`src/rtl/gpr_wb_arbiter.sv`:
```
// gpr_wb_arbiter: register-file writeback arbiter with a 2-entry MDU FIFO and an optional pending-write scoreboard.
//   Ports: clk/reset; a_* single-cycle ALU writeback; b_* MDU writeback (valid/ready);
//   iss_* long-latency issue; rs/rt/rd lookup with rd_we and stall; wr_* register-file write port.
//   Macro GPR_WB_ARB_SCOREBOARD_EN enables the pend[] scoreboard; without it stall=0 and iss_ready=1.
module gpr_wb_arbiter #(
  parameter int DW = 32,
  parameter int AW = 5
) (
  input  logic          clk,
  input  logic          reset,
  input  logic          a_valid,
  input  logic [AW-1:0] a_addr,
  input  logic [DW-1:0] a_data,
  input  logic          b_valid,
  input  logic [AW-1:0] b_addr,
  input  logic [DW-1:0] b_data,
  output logic          b_ready,
  input  logic          iss_valid,
  input  logic [AW-1:0] iss_addr,
  output logic          iss_ready,
  input  logic [AW-1:0] rs_addr,
  input  logic [AW-1:0] rt_addr,
  input  logic [AW-1:0] rd_addr,
  input  logic          rd_we,
  output logic          stall,
  output logic          wr_en,
  output logic [AW-1:0] wr_addr,
  output logic [DW-1:0] wr_data
);
  typedef enum logic [1:0] {EMPTY, ONE, FULL} state_t;
  state_t state;
  logic [AW-1:0] h_addr, t_addr;
  logic [DW-1:0] h_data, t_data;
  logic a_win, pop, push, b_wr;
  assign b_ready = state != FULL;
  assign a_win = a_valid && a_addr != '0;
  assign pop = !a_win && state != EMPTY;
  assign push = b_valid && b_ready;
  assign b_wr = pop && h_addr != '0;
  always_ff @(posedge clk)
    if (reset) begin
      state <= EMPTY;
      wr_en <= 1'b0;
      wr_addr <= '0;
      wr_data <= '0;
    end else begin
      wr_en <= a_win || b_wr;
      if (a_win) begin
        wr_addr <= a_addr;
        wr_data <= a_data;
      end else if (b_wr) begin
        wr_addr <= h_addr;
        wr_data <= h_data;
      end
      if (push && (state == EMPTY || (state == ONE && pop))) begin
        h_addr <= b_addr;
        h_data <= b_data;
      end else if (state == FULL && pop) begin
        h_addr <= t_addr;
        h_data <= t_data;
      end
      if (push && state == ONE && !pop) begin
        t_addr <= b_addr;
        t_data <= b_data;
      end
      state <= (push && !pop) ? (state == EMPTY ? ONE : FULL) :
               (pop && !push) ? (state == FULL ? ONE : EMPTY) : state;
    end
`ifdef GPR_WB_ARB_SCOREBOARD_EN
  logic [2**AW-1:0] pend;
  assign iss_ready = !pend[iss_addr];
  assign stall = pend[rs_addr] | pend[rt_addr] | (rd_we & pend[rd_addr]);
  always_ff @(posedge clk)
    if (reset) pend <= '0;
    else begin
      if (b_wr) pend[h_addr] <= 1'b0;
      if (iss_valid && iss_ready && iss_addr != '0) pend[iss_addr] <= 1'b1;
    end
`else
  logic unused_sb;
  assign unused_sb = ^{iss_valid, iss_addr, rs_addr, rt_addr, rd_addr, rd_we};
  assign iss_ready = 1'b1;
  assign stall = 1'b0;
`endif
endmodule

```
`config.mk`:
```
export PLATFORM = sky130hd
export DESIGN_NAME = gpr_wb_arbiter
export DESIGN_NICKNAME = d
export VERILOG_FILES = /design/src/rtl/gpr_wb_arbiter.sv
export SDC_FILE = /design/constraint.sdc
export NUM_CORES = 1
export LEC_CHECK = 0
export ABC_AREA = 1
export BUFFER_PORTS_ARGS = -buffer_cell sky130_fd_sc_hd__buf_2
export CAP_MARGIN = 20
export CORE_MARGIN = 5
export CORE_UTILIZATION = 52
export CTS_BUF_LIST = sky130_fd_sc_hd__clkbuf_8 sky130_fd_sc_hd__clkbuf_16
export DETAILED_ROUTE_END_ITERATION = 8
export PLACE_DENSITY = 0.8
export SYNTH_ARGS = -nofsm -noshare
export SYNTH_HDL_FRONTEND = slang
export SYNTH_SLANG_ARGS = --single-unit
```
`constraint.sdc`:
```
create_clock -name clk -period 6.1 [get_ports clk]
set_input_delay 1.83 -clock clk [delete_from_list [all_inputs] [get_ports clk]]
set_output_delay 1.83 -clock clk [all_outputs]
set_load 0.1 [all_outputs]
```
==> results of run 1 <==
[flip-flops by register name (all words and copies together) (netlist names)]
signal,flops
wr_data,32
wr_addr,5
state,2
h_data,32
wr_en,1
h_addr,5
t_data,32
t_addr,5
[cell usage in the layout, fill, tap and decap left out]
cell / instances
clkbuf_8: 5
clkinv_2: 1
buf_16: 1
edfxtp_1: 74
conb_1: 2
o21ai_0: 3
a211oi_1: 1
buf_4: 6
ha_1: 1
nand3_4: 1
inv_1: 82
nor2_1: 4
nor3b_2: 1
buf_8: 1
clkbuf_16: 16
inv_2: 2
nand2_1: 120
buf_2: 116
nand2_4: 1
nor2_2: 4
dfxtp_1: 40
a21oi_4: 1
a21oi_1: 40
clkinv_1: 5
bufinv_16: 2
nand3_1: 146
[area by class of cell]
| cell class | count | area share, % |
|---|---|---|
| Clock inverter | 11 | 1.52 |
| Timing Repair Buffer | 124 | 10.7 |
| Tap cell | 133 | 2.66 |
| Inverter | 81 | 4.87 |
| Clock buffer | 21 | 7.51 |
| Multi-Input combinational cell | 325 | 24.4 |
| Sequential cell | 114 | 48.4 |
[per-stage QoR]
step,hold slack [ns],std cells,power [mW],instance area [um^2]
floorplan,0.479,561,1.97,5060
finish,0.483,809,3.09,6250
CTS,0.484,807,3.09,6200
global placement,0.468,775,2.12,5640
global route,0.503,809,3.24,6250
detailed placement,0.475,775,2.16,5640
[critical path: stages]
cell and delay [ns]:
buf_2 0.12, nor2_2 0.15, nand3_4 0.36, nand2_4 0.17, buf_4 0.59, nand3_1 0.27
a21oi_4 0.52, buf_16 0.24
[cell families after synthesis]
group,count (synthesis)
buf+inv,122
simple gates,277
fa+ha+maj,1
compound gates,45
other cells,2
flops,114
[layer usage]
metal / share of wire (%) / GRT usage (%) / vias up / routed length [um]
li1: - / - / 2051 / -
met1: 43 / 29.0 / 1888 / 5100
met2: 48 / 31.4 / 156 / 5680
met3: 7.5 / 5.74 / 20 / 894
met4: 1.6 / 7.39 / 0 / 189
met5: 0 / 0 / - / 0
[worst max-delay path by stage]
stage                       endpoint
after floorplan            t_addr[0]
after global placement    h_data[20]
after detailed placement  h_data[21]
after CTS                  h_addr[3]
after global routing       h_addr[2]
final                     h_data[30]
[power groups by stage]
stage	combinational (mW)	sequential, mW	clock, mW
2_1_floorplan	0.470	1.50	0
3_3_place_gp	1.05	1.07	0
3_5_place_dp	1.08	1.08	0
4_1_cts	1.09	1.06	0.935
5_1_grt	1.19	1.08	0.972
6_report	1.10	1.06	0.924
==> load_flow_metrics.sql, run 1 <==
INSERT INTO impl_metrics (metric_group, metric, value, unit) VALUES
('floorplan', 'die_y', '109', 'um'),
('cells_and_area', 'layout.filler_cells', '777', ''),
('floorplan', 'die_width', '109', 'um'),
('synthesis', 'synth.cell_area', '5060', 'um^2'),
('cts', 'cts-htree-levels', '4', ''),
('detailed_routing', 'detail_route.wl_per_cell', '14.7', 'um'),
('worst_hold_path', 'timing.hold.worst_path_depth', '2', ''),
('critical_path', 'timing.setup.critical_path_class', 'primary input to register', ''),
('grt', 'grt_antenna_before_repair', '0', ''),
('worst_hold_path', 'holdPathEnd', 'wr_data[0]', ''),
('detailed_routing', 'initial_drc_count', '293', ''),
('detailed_routing', 'vias', '4115', ''),
('timing', 'max_slew_margin', '44.3', '%'),
('critical_path', 'arr_time_crit_path', '4.26', 'ns'),
('power_and_ir_drop', 'p_sw_share', '40.4', '%'),
('power_and_ir_drop', 'switchingPower', '1.25', 'mW'),
('power_and_ir_drop', 'internal_pwr_total', '1.84', 'mW'),
('synthesis', 'ys.flop_type', 'edfxtp_1', ''),
('critical_path', 'r2r.worst_path.cells', '9', ''),
('critical_path', 'cp_data_required_time', '6.31', 'ns'),
('critical_path', 'worst_r2r_dst', 'h_data[30]', ''),
('cells_and_area', 'layout.core_utilization', '64.8', '%'),
('cts', 'clock_latency', '0.51', 'ns'),
('power_and_ir_drop', 'power_per_unit_of_standard_cell_area', '494', 'nW/um^2'),
('timing', 'grt_setup_unrepaired', 'no', ''),
('timing', 'report.final.setup_viol', '0', ''),
('critical_path', 'worst_setup_path_startpoint', 'a_addr[4]', ''),
('place', 'dpl.hpwl', '7690', 'um'),
('grt', 'grt_util_all_layers', '20.8', '%'),
('synthesis', 'synth.avg_cell_area', '9.02', 'um^2'),
('cts', 'cts-buffers-inserted', '17', ''),
('timing', 'period_minus_slack', '4.06', 'ns'),
('timing', 'tightest_slew', '0.836', 'ns'),
('cells_and_area', 'area_of_the_multi_input_gates', '1520', 'um^2'),
('synthesis', 'synth_top_family_by_area', 'simple AND/OR/NAND/NOR gates', ''),
('synthesis', 'yosys_register_bits', '114', ''),
('synthesis', 'synthMuxAreaShare', '0', '%'),
('synthesis', 'synth.lib_cells_used.distinct', '21', ''),
('critical_path', 'ff2ff_setup_slack', '3.55', 'ns'),
('synthesis', 'share_of_synthesized_area_occupied_by_flip_flops_and_latches', '59.7', '%'),
('detailed_routing', 'detail-route-antenna-nets', '0', ''),
('outcome', 'run_status', 'complete, no violations', ''),
('power_and_ir_drop', 'clkPwrFrac', '29.9', '%'),
('floorplan', 'floorplan.initialDensity', '52.5', '%'),
('place', 'gpl.final_weighted_congestion', '0.813', ''),
('floorplan', 'ios', '141', ''),
('synthesis', 'synthTopCellsByArea', 'edfxtp_1 44%, dfxtp_1 16%, nand3_1 14%', ''),
('synthesis', 'yosysTopAreaCell', 'edfxtp_1', ''),
('flow_run', 'max_cap_viol_count', '0', ''),
('cts', 'postCtsSetupBuffers', '0', ''),
('synthesis', 'synth-adder-area-share', '0.247', '%'),
('cts', 'holdBufCountCts', '0', ''),
('cells_and_area', 'nets', '764', ''),
('worst_hold_path', 'launch_instance_of_the_worst_min_delay_path', 'wr_data[0]', ''),
('timing', 'fin_tns_setup', '0', 'ns'),
('synthesis', 'synth-edff-count', '74', ''),
('detailed_routing', 'drt_pass1_iterations', '5', ''),
('power_and_ir_drop', 'power.static_leakage', '2.98', 'nW'),
('timing', 'setup_ws', '2.04', 'ns'),
('synthesis', 'most_common_cell_in_the_netlist', 'nand3_1', ''),
('detailed_routing', 'drt_drc_violations_left', '0', ''),
('place', 'port_buffers', '116', ''),
('floorplan', 'fp.dieArea', '11800', 'um^2'),
('critical_path', 'end_kind', 'register', ''),
('worst_hold_path', 'worst_hold_path_type', 'register to register', ''),
('timing', 'final_max_slew_viol_count', '0', ''),
('cells_and_area', 'antenna_cells_inserted', '0', ''),
('cells_and_area', 'seqCellArea', '3020', 'um^2'),
('floorplan', 'row_count', '36', ''),
('power_and_ir_drop', 'pwr-share-seq', '34.4', '%'),
('timing', 'layout_worst_path_cycle_share', '66.5', '%');
(Power assumes the default switching activity.)
==> run 2, diff against run 1 <==
- CORE_UTILIZATION: 52 -> 47
- PLACE_DENSITY: 0.8 -> 0.76
- clock period: 6.1 -> 3.5 ns (I/O delays scaled with it)
==> run 2 against run 1 <==
  * Clock skew rose by 0.0033 ns
  * Die area up 9.6%
  * Via count grew 1.5%
  * Sequential share of layout area fell by 0.16 points
  * Critical path type is now register to output pin
  * Clock-buffer cell count fell by 2
  * Combinational power grew 74%
  * Final cell count up 1.4%
  * Register-to-register slack worse by 2.1 ns
  * Worst hold slack about the same
  * Flip-flop and latch count did not move
  * Design area rose by 0.34%
  * Worst setup slack got worse by 1.1 ns
==> load_flow_metrics.sql, run 2 (same netlist as run 1, synthesis figures left out) <==
INSERT INTO impl_metrics (metric_group, metric, value, unit) VALUES
('outcome', 'run_status', 'complete, no violations', ''),
('critical_path', 'timing.critical_path.fanout_max', '3', ''),
('critical_path', 'timing.setup.critical_path_class', 'register to output pin', ''),
('critical_path', 'ff2ff_setup_slack', '1.44', 'ns'),
('place', 'port_buffers', '116', ''),
('cells_and_area', 'most_common_cell_after_layout_fill_and_taps_aside', 'nand3_1', ''),
('cts', 'clock_latency', '0.51', 'ns'),
('cts', 'cts.sink_count', '114', ''),
('timing', 'layout_worst_path_cycle_share', '73.1', '%'),
('floorplan', 'floorplan.initialDensity', '48.6', '%'),
('critical_path', 'cp_data_required_time', '2.45', 'ns'),
('critical_path', 'regToRegStartpoint', 'state[0]', ''),
('power_and_ir_drop', 'vdd.ir_drop.worst', '524', 'uV'),
('grt', 'grt_overflow', '0', ''),
('grt', 'grt_max_degree', '39', ''),
('floorplan', 'die_y', '114', 'um'),
('detailed_routing', 'vias', '4176', ''),
('critical_path', 'r2r.worst_path.cells', '7', ''),
('cts', 'holdBufCountCts', '0', ''),
('worst_hold_path', 'worst_hold_path_type', 'register to register', ''),
('worst_hold_path', 'launch_instance_of_the_worst_min_delay_path', 'wr_data[20]', ''),
('critical_path', 'worst_r2r_dst', 'h_data[31]', ''),
('detailed_routing', 'detail-route-antenna-nets', '0', ''),
('grt', 'grt_antenna_before_repair', '0', ''),
('timing', 'achievable-frequency', '391', 'MHz'),
('critical_path', 'arr_time_crit_path', '1.51', 'ns'),
('cts', 'cts-buffers-inserted', '17', ''),
('detailed_routing', 'drt_pass1_iterations', '5', ''),
('floorplan', 'row_count', '37', ''),
('detailed_routing', 'initial_drc_count', '313', ''),
('cells_and_area', 'layout.cells.most_common_list', '146 x nand3_1, 120 x nand2_1, 116 x buf_2', ''),
('timing', 'period_minus_slack', '2.56', 'ns'),
('cts', 'cts_root_buf', 'clkbuf_8', ''),
('critical_path', 'worst_setup_path_startpoint', 'state[0]', ''),
('cts', 'tritoncts', 'done', ''),
('cts', 'post_cts.resized_instances', '0', ''),
('timing', 'finalClockSkew', '0.00865', 'ns'),
('floorplan', 'die_width', '114', 'um'),
('cts', 'postCtsSetupBuffers', '0', ''),
('critical_path', 'crit_path_start_kind', 'register', ''),
('cts', 'cts-htree-levels', '4', ''),
('detailed_routing', 'route.final.wire_length', '12300', 'um'),
('detailed_routing', 'drt_drc_violations_left', '0', ''),
('power_and_ir_drop', 'power_per_unit_of_standard_cell_area', '843', 'nW/um^2'),
('grt', 'grt_pass1_vias', '4095', ''),
('cells_and_area', 'largest_registers', 'h_data: 32 flops, t_data: 32 flops, wr_data: 32 flops', ''),
('detailed_routing', 'detail_route.wl_per_cell', '15.0', 'um'),
('place', 'dpl.hpwl', '8060', 'um'),
('grt', 'grt_first_pass_wirelength', '19800', 'um'),
('detailed_routing', 'viasPerCell', '5.09', ''),
('cells_and_area', 'post_route_cells_drive_above_1_share', '25.3', '%'),
('floorplan', 'ios', '141', ''),
('worst_hold_path', 'timing.hold.worst_path_depth', '2', ''),
('flow_run', 'max_cap_viol_count', '0', ''),
('worst_hold_path', 'holdPathEnd', 'wr_data[20]', ''),
('timing', 'grt_setup_unrepaired', 'no', ''),
('timing', 'tightest_slew', '0.588', 'ns'),
('timing', 'report.final.setup_viol', '0', ''),
('cts', 'ctsLongestPathBuffers', '2', ''),
('cells_and_area', 'antenna_cells_inserted', '0', ''),
('cells_and_area', 'layout.core_utilization', '60.2', '%'),
('floorplan', 'core', '10400', 'um^2'),
('floorplan', 'fp.dieArea', '12900', 'um^2'),
('cells_and_area', 'nets', '772', ''),
('place', 'gpl.final_weighted_congestion', '0.782', ''),
('grt', 'grt_util_all_layers', '19.5', '%'),
('timing', 'max_slew_margin', '60.8', '%'),
('timing', 'timing.final.hold_violations', '0', ''),
('power_and_ir_drop', 'power.static_leakage', '2.99', 'nW'),
('critical_path', 'end_kind', 'output pin', ''),
('timing', 'fin_tns_setup', '0', 'ns'),
('timing', 'final_max_slew_viol_count', '0', ''),
('cells_and_area', 'syn2layout_area_growth', '23.9', '%'),
('cts', 'cts.clk_slew.worst_paths', '0.06', 'ns');
## run 2: cell count changes in the layout (fill, tap and decap cells not counted), moves of 2 or more
cell,before,now
inv_1,82,79
buf_4,6,16
clkinvlp_4,0,5
clkbuf_8,5,2
clkinv_4,0,2
bufinv_16,2,0
clkinv_1,5,1
clkinv_2,1,4
## run 2: per-stage QoR
step	hold slack [ns]	total power, mW	instance area (um^2)	instances	worst slack [ns]
final	0.484	5.29	6270	820	0.941
after global routing	0.501	5.55	6270	820	0.841
after CTS	0.484	5.32	6270	820	0.925
after detailed placement	0.474	3.79	5730	788	0.441
after global placement	0.469	3.75	5730	788	0.458
after floorplan	0.479	3.43	5080	561	0.204
## run 2: worst max path at each step
stage | to | slack (ns) | cells after the start
final | b_ready | 0.94 | 3
after global routing | h_addr[2] | 0.84 | 10
after CTS | b_ready | 0.93 | 3
after detailed placement | h_data[12] | 0.44 | 9
after global placement | h_data[12] | 0.46 | 9
after floorplan | h_addr[0] | 0.20 | 8
## run 2: layout make-up
cell class	count	area, um^2
Fill cell	917	4150
Sequential cell	114	3020
Multi-Input combinational cell	325	1530
Timing Repair Buffer	132	701
Clock buffer	19	453
Inverter	81	304
Tap cell	136	170
Clock inverter	13	85.1
## run 2: critical path, cell delays in order, from the launching register on
cell and delay (ns):
dfxtp_1 0.37, inv_2 0.06, nand2_1 0.12, buf_2 0.45
## run 2: per-layer routing
layer / wire length, um / global-route usage (%) / vias to the layer above
met3: 999 / 4.72 / 14
li1: - / - / 2064
met2: 6050 / 33.1 / 184
met4: 168 / 7.36 / 0
met1: 5070 / 24.2 / 1914
met5: 0 / 0 / -
## run 2: power breakdown
part | leakage, nW | internal (mW) | switching, mW
combinational | 1.72 | 0.396 | 1.52
clock | 0.255 | 0.922 | 0.608
sequential | 1.01 | 1.74 | 0.100
==> run 3, diff against run 2 <==
- clock period: 3.5 -> 2.3 ns (I/O delays scaled with it)
==> run 3 against run 2 <==
  * Flip-flop and latch count unchanged
  * Clock-buffer cell count decreased by 2
  * Routed wire length increased by 2.6%
  * Worst setup slack got worse by 0.81 ns
  * Core utilization increased by 1.9 points
  * Sequential power increased by 53%
  * Critical path type unchanged
  * Worst hold slack got worse by 0.12 ns
  * First-iteration DRC count increased by 36%
  * Sequential share of layout area decreased by 1.5 points
  * Power increased by 63%
  * Die area unchanged
==> load_flow_metrics.sql, run 3 (same netlist as run 1, synthesis figures left out) <==
INSERT INTO impl_metrics (metric_group, metric, value, unit) VALUES
('cells_and_area', 'post_route_cells_drive_above_1_share', '26.5', '%'),
('power_and_ir_drop', 'power_per_unit_of_standard_cell_area', '1330', 'nW/um^2'),
('critical_path', 'arr_time_crit_path', '1.48', 'ns'),
('floorplan', 'fp.dieArea', '12900', 'um^2'),
('power_and_ir_drop', 'vdd.ir_drop.worst', '905', 'uV'),
('detailed_routing', 'route.final.wire_length', '12600', 'um'),
('timing', 'finalClockSkew', '0.00777', 'ns'),
('critical_path', 'cp_top_family', 'buffers and inverters', ''),
('grt', 'grt_max_degree', '38', ''),
('detailed_routing', 'detail_route.wl_per_cell', '15.3', 'um'),
('timing', 'max_slew_margin', '65.9', '%'),
('place', 'numPlacedInstances', '794', ''),
('power_and_ir_drop', 'clkPwrFrac', '31.8', '%'),
('timing', 'setup_ws', '0.131', 'ns'),
('detailed_routing', 'drt_drc_violations_left', '0', ''),
('timing', 'final_max_slew_viol_count', '0', ''),
('worst_hold_path', 'launch_instance_of_the_worst_min_delay_path', 'b_data[8]', ''),
('power_and_ir_drop', 'total_power', '8.60', 'mW'),
('cells_and_area', 'syn2layout_area_growth', '27.8', '%'),
('worst_hold_path', 'worst_hold_path_type', 'primary input to register', ''),
('critical_path', 'cp_slowest_stage_delay', '0.42', 'ns'),
('cells_and_area', 'nets', '778', ''),
('critical_path', 'timing.setup.critical_path_class', 'register to output pin', ''),
('floorplan', 'die_width', '114', 'um'),
('detailed_routing', 'detail-route-antenna-nets', '0', ''),
('cells_and_area', 'largest_registers', 'h_data: 32 flops, t_data: 32 flops, wr_data: 32 flops', ''),
('power_and_ir_drop', 'power.static_leakage', '3.08', 'nW'),
('detailed_routing', 'vias', '4255', ''),
('timing', 'layout_worst_path_cycle_share', '94.3', '%'),
('timing', 'timing.final.hold_violations', '0', ''),
('critical_path', 'regToRegStartpoint', 'state[1]', ''),
('grt', 'grt_pass1_vias', '4341', ''),
('grt', 'grt_overflow', '0', ''),
('place', 'dpl.hpwl', '8520', 'um'),
('power_and_ir_drop', 'internal_pwr_total', '5.12', 'mW'),
('cts', 'ctsLongestPathBuffers', '2', ''),
('power_and_ir_drop', 'p_sw_share', '40.4', '%'),
('cells_and_area', 'instances_no_fill', '826', ''),
('place', 'dpl-instance-area', '5850', 'um^2'),
('grt', 'grt_first_pass_wirelength', '20600', 'um'),
('floorplan', 'floorplan.initialDensity', '48.6', '%'),
('critical_path', 'crit_path_start_kind', 'register', ''),
('power_and_ir_drop', 'switchingPower', '3.48', 'mW'),
('cts', 'cts.clk_slew.worst_paths', '0.06', 'ns'),
('timing', 'period_minus_slack', '2.17', 'ns'),
('outcome', 'run_status', 'complete, no violations', ''),
('timing', 'final.hold.worst_slack', '0.362', 'ns'),
('timing', 'report.final.setup_viol', '0', ''),
('cts', 'tritoncts', 'done', ''),
('timing', 'grt_setup_unrepaired', 'no', ''),
('grt', 'grt_antenna_before_repair', '1', ''),
('cts', 'cts-buffers-inserted', '17', ''),
('cells_and_area', 'most_common_cell_after_layout_fill_and_taps_aside', 'nand3_1', ''),
('flow_run', 'max_cap_viol_count', '0', ''),
('timing', 'achievable-frequency', '461', 'MHz'),
('cells_and_area', 'layout.cells.most_common_list', '146 x nand3_1, 118 x nand2_1, 116 x buf_2', ''),
('floorplan', 'core', '10400', 'um^2'),
('critical_path', 'crit_path_cell_trace', 'inv_2 -> nand2_4 -> buf_2', ''),
('floorplan', 'die_y', '114', 'um'),
('power_and_ir_drop', 'pwr-share-seq', '32.7', '%'),
('place', 'gpl.final_weighted_congestion', '0.852', ''),
('cts', 'clock_latency', '0.52', 'ns'),
('grt', 'grt_util_all_layers', '20.1', '%'),
('critical_path', 'cp_data_required_time', '1.61', 'ns'),
('place', 'post-place-ws', '0.0783', 'ns'),
('floorplan', 'row_count', '37', ''),
('critical_path', 'library_cell_contributing_the_largest_single_delay_on_the_critical_path', 'buf_2', ''),
('timing', 'tightest_slew', '0.515', 'ns'),
('cts', 'post_cts.resized_instances', '0', ''),
('critical_path', 'critPathBufInv', '2', ''),
('cts', 'cts-htree-levels', '4', ''),
('floorplan', 'ios', '141', ''),
('detailed_routing', 'viasPerCell', '5.15', ''),
('cts', 'cts_root_buf', 'clkbuf_8', ''),
('cells_and_area', 'final_design_area_no_fill', '6470', 'um^2'),
('power_and_ir_drop', 'p_comb_share', '35.5', '%'),
('critical_path', 'timing.critical_path.fanout_max', '3', ''),
('cts', 'cts.sink_count', '114', ''),
('critical_path', 'end_kind', 'output pin', ''),
('place', 'port_buffers', '116', ''),
('cts', 'postCtsSetupBuffers', '0', ''),
('cts', 'holdBufCountCts', '0', ''),
('timing', 'fin_tns_setup', '0', 'ns'),
('cells_and_area', 'antenna_cells_inserted', '0', ''),
('cells_and_area', 'layout.core_utilization', '62.1', '%'),
('detailed_routing', 'drt_pass1_iterations', '5', ''),
('critical_path', 'worst_setup_path_startpoint', 'state[0]', ''),
('detailed_routing', 'initial_drc_count', '426', '');
run 3: routing by layer:
metal / up-vias / routed length, um / global-route usage, %
met4: 2 / 74 / 5.46
met5: - / 13 / 0
met2: 201 / 6370 / 34.7
met3: 13 / 1160 / 6.68
li1: 2081 / - / -
met1: 1958 / 4980 / 24.2
run 3: power groups by stage:
stage	Combinational [mW]	Clock (mW)	Sequential, mW
after global placement	2.99	0	2.83
after detailed placement	3.05	0	2.85
after global routing	3.27	2.88	2.85
final	3.05	2.74	2.82
after CTS	3.07	2.76	2.81
after floorplan	1.28	0	3.96
run 3: cell type report:
class	count	area, um^2
clock buffers	17	414
clock inverters	15	208
fillers	872	3950
inverters	81	304
multi-input cells	325	1550
flip-flops and latches	114	3020
well taps	136	170
repair buffers	138	796
run 3: path summary, 6_finish.rpt:
| kind | end | slack [ns] | cells after the start |
|---|---|---|---|
| worst max-delay path | b_ready | 0.13 | 3 |
| worst min register to register | wr_data[14] | 0.48 | 2 |
| worst min-delay path | t_data[8] | 0.36 | 1 |
| worst max register to register | wr_addr[2] | 0.55 | 7 |
run 3: worst reg2reg max path, delay by kind of cell (launching register included):
kind / cells / cell delay, ns
AND/OR/NAND/NOR: 4 / 0.76
flip-flops: 1 / 0.50
buffers and inverters: 2 / 0.27
AO/OA/AOI/OAI: 1 / 0.14
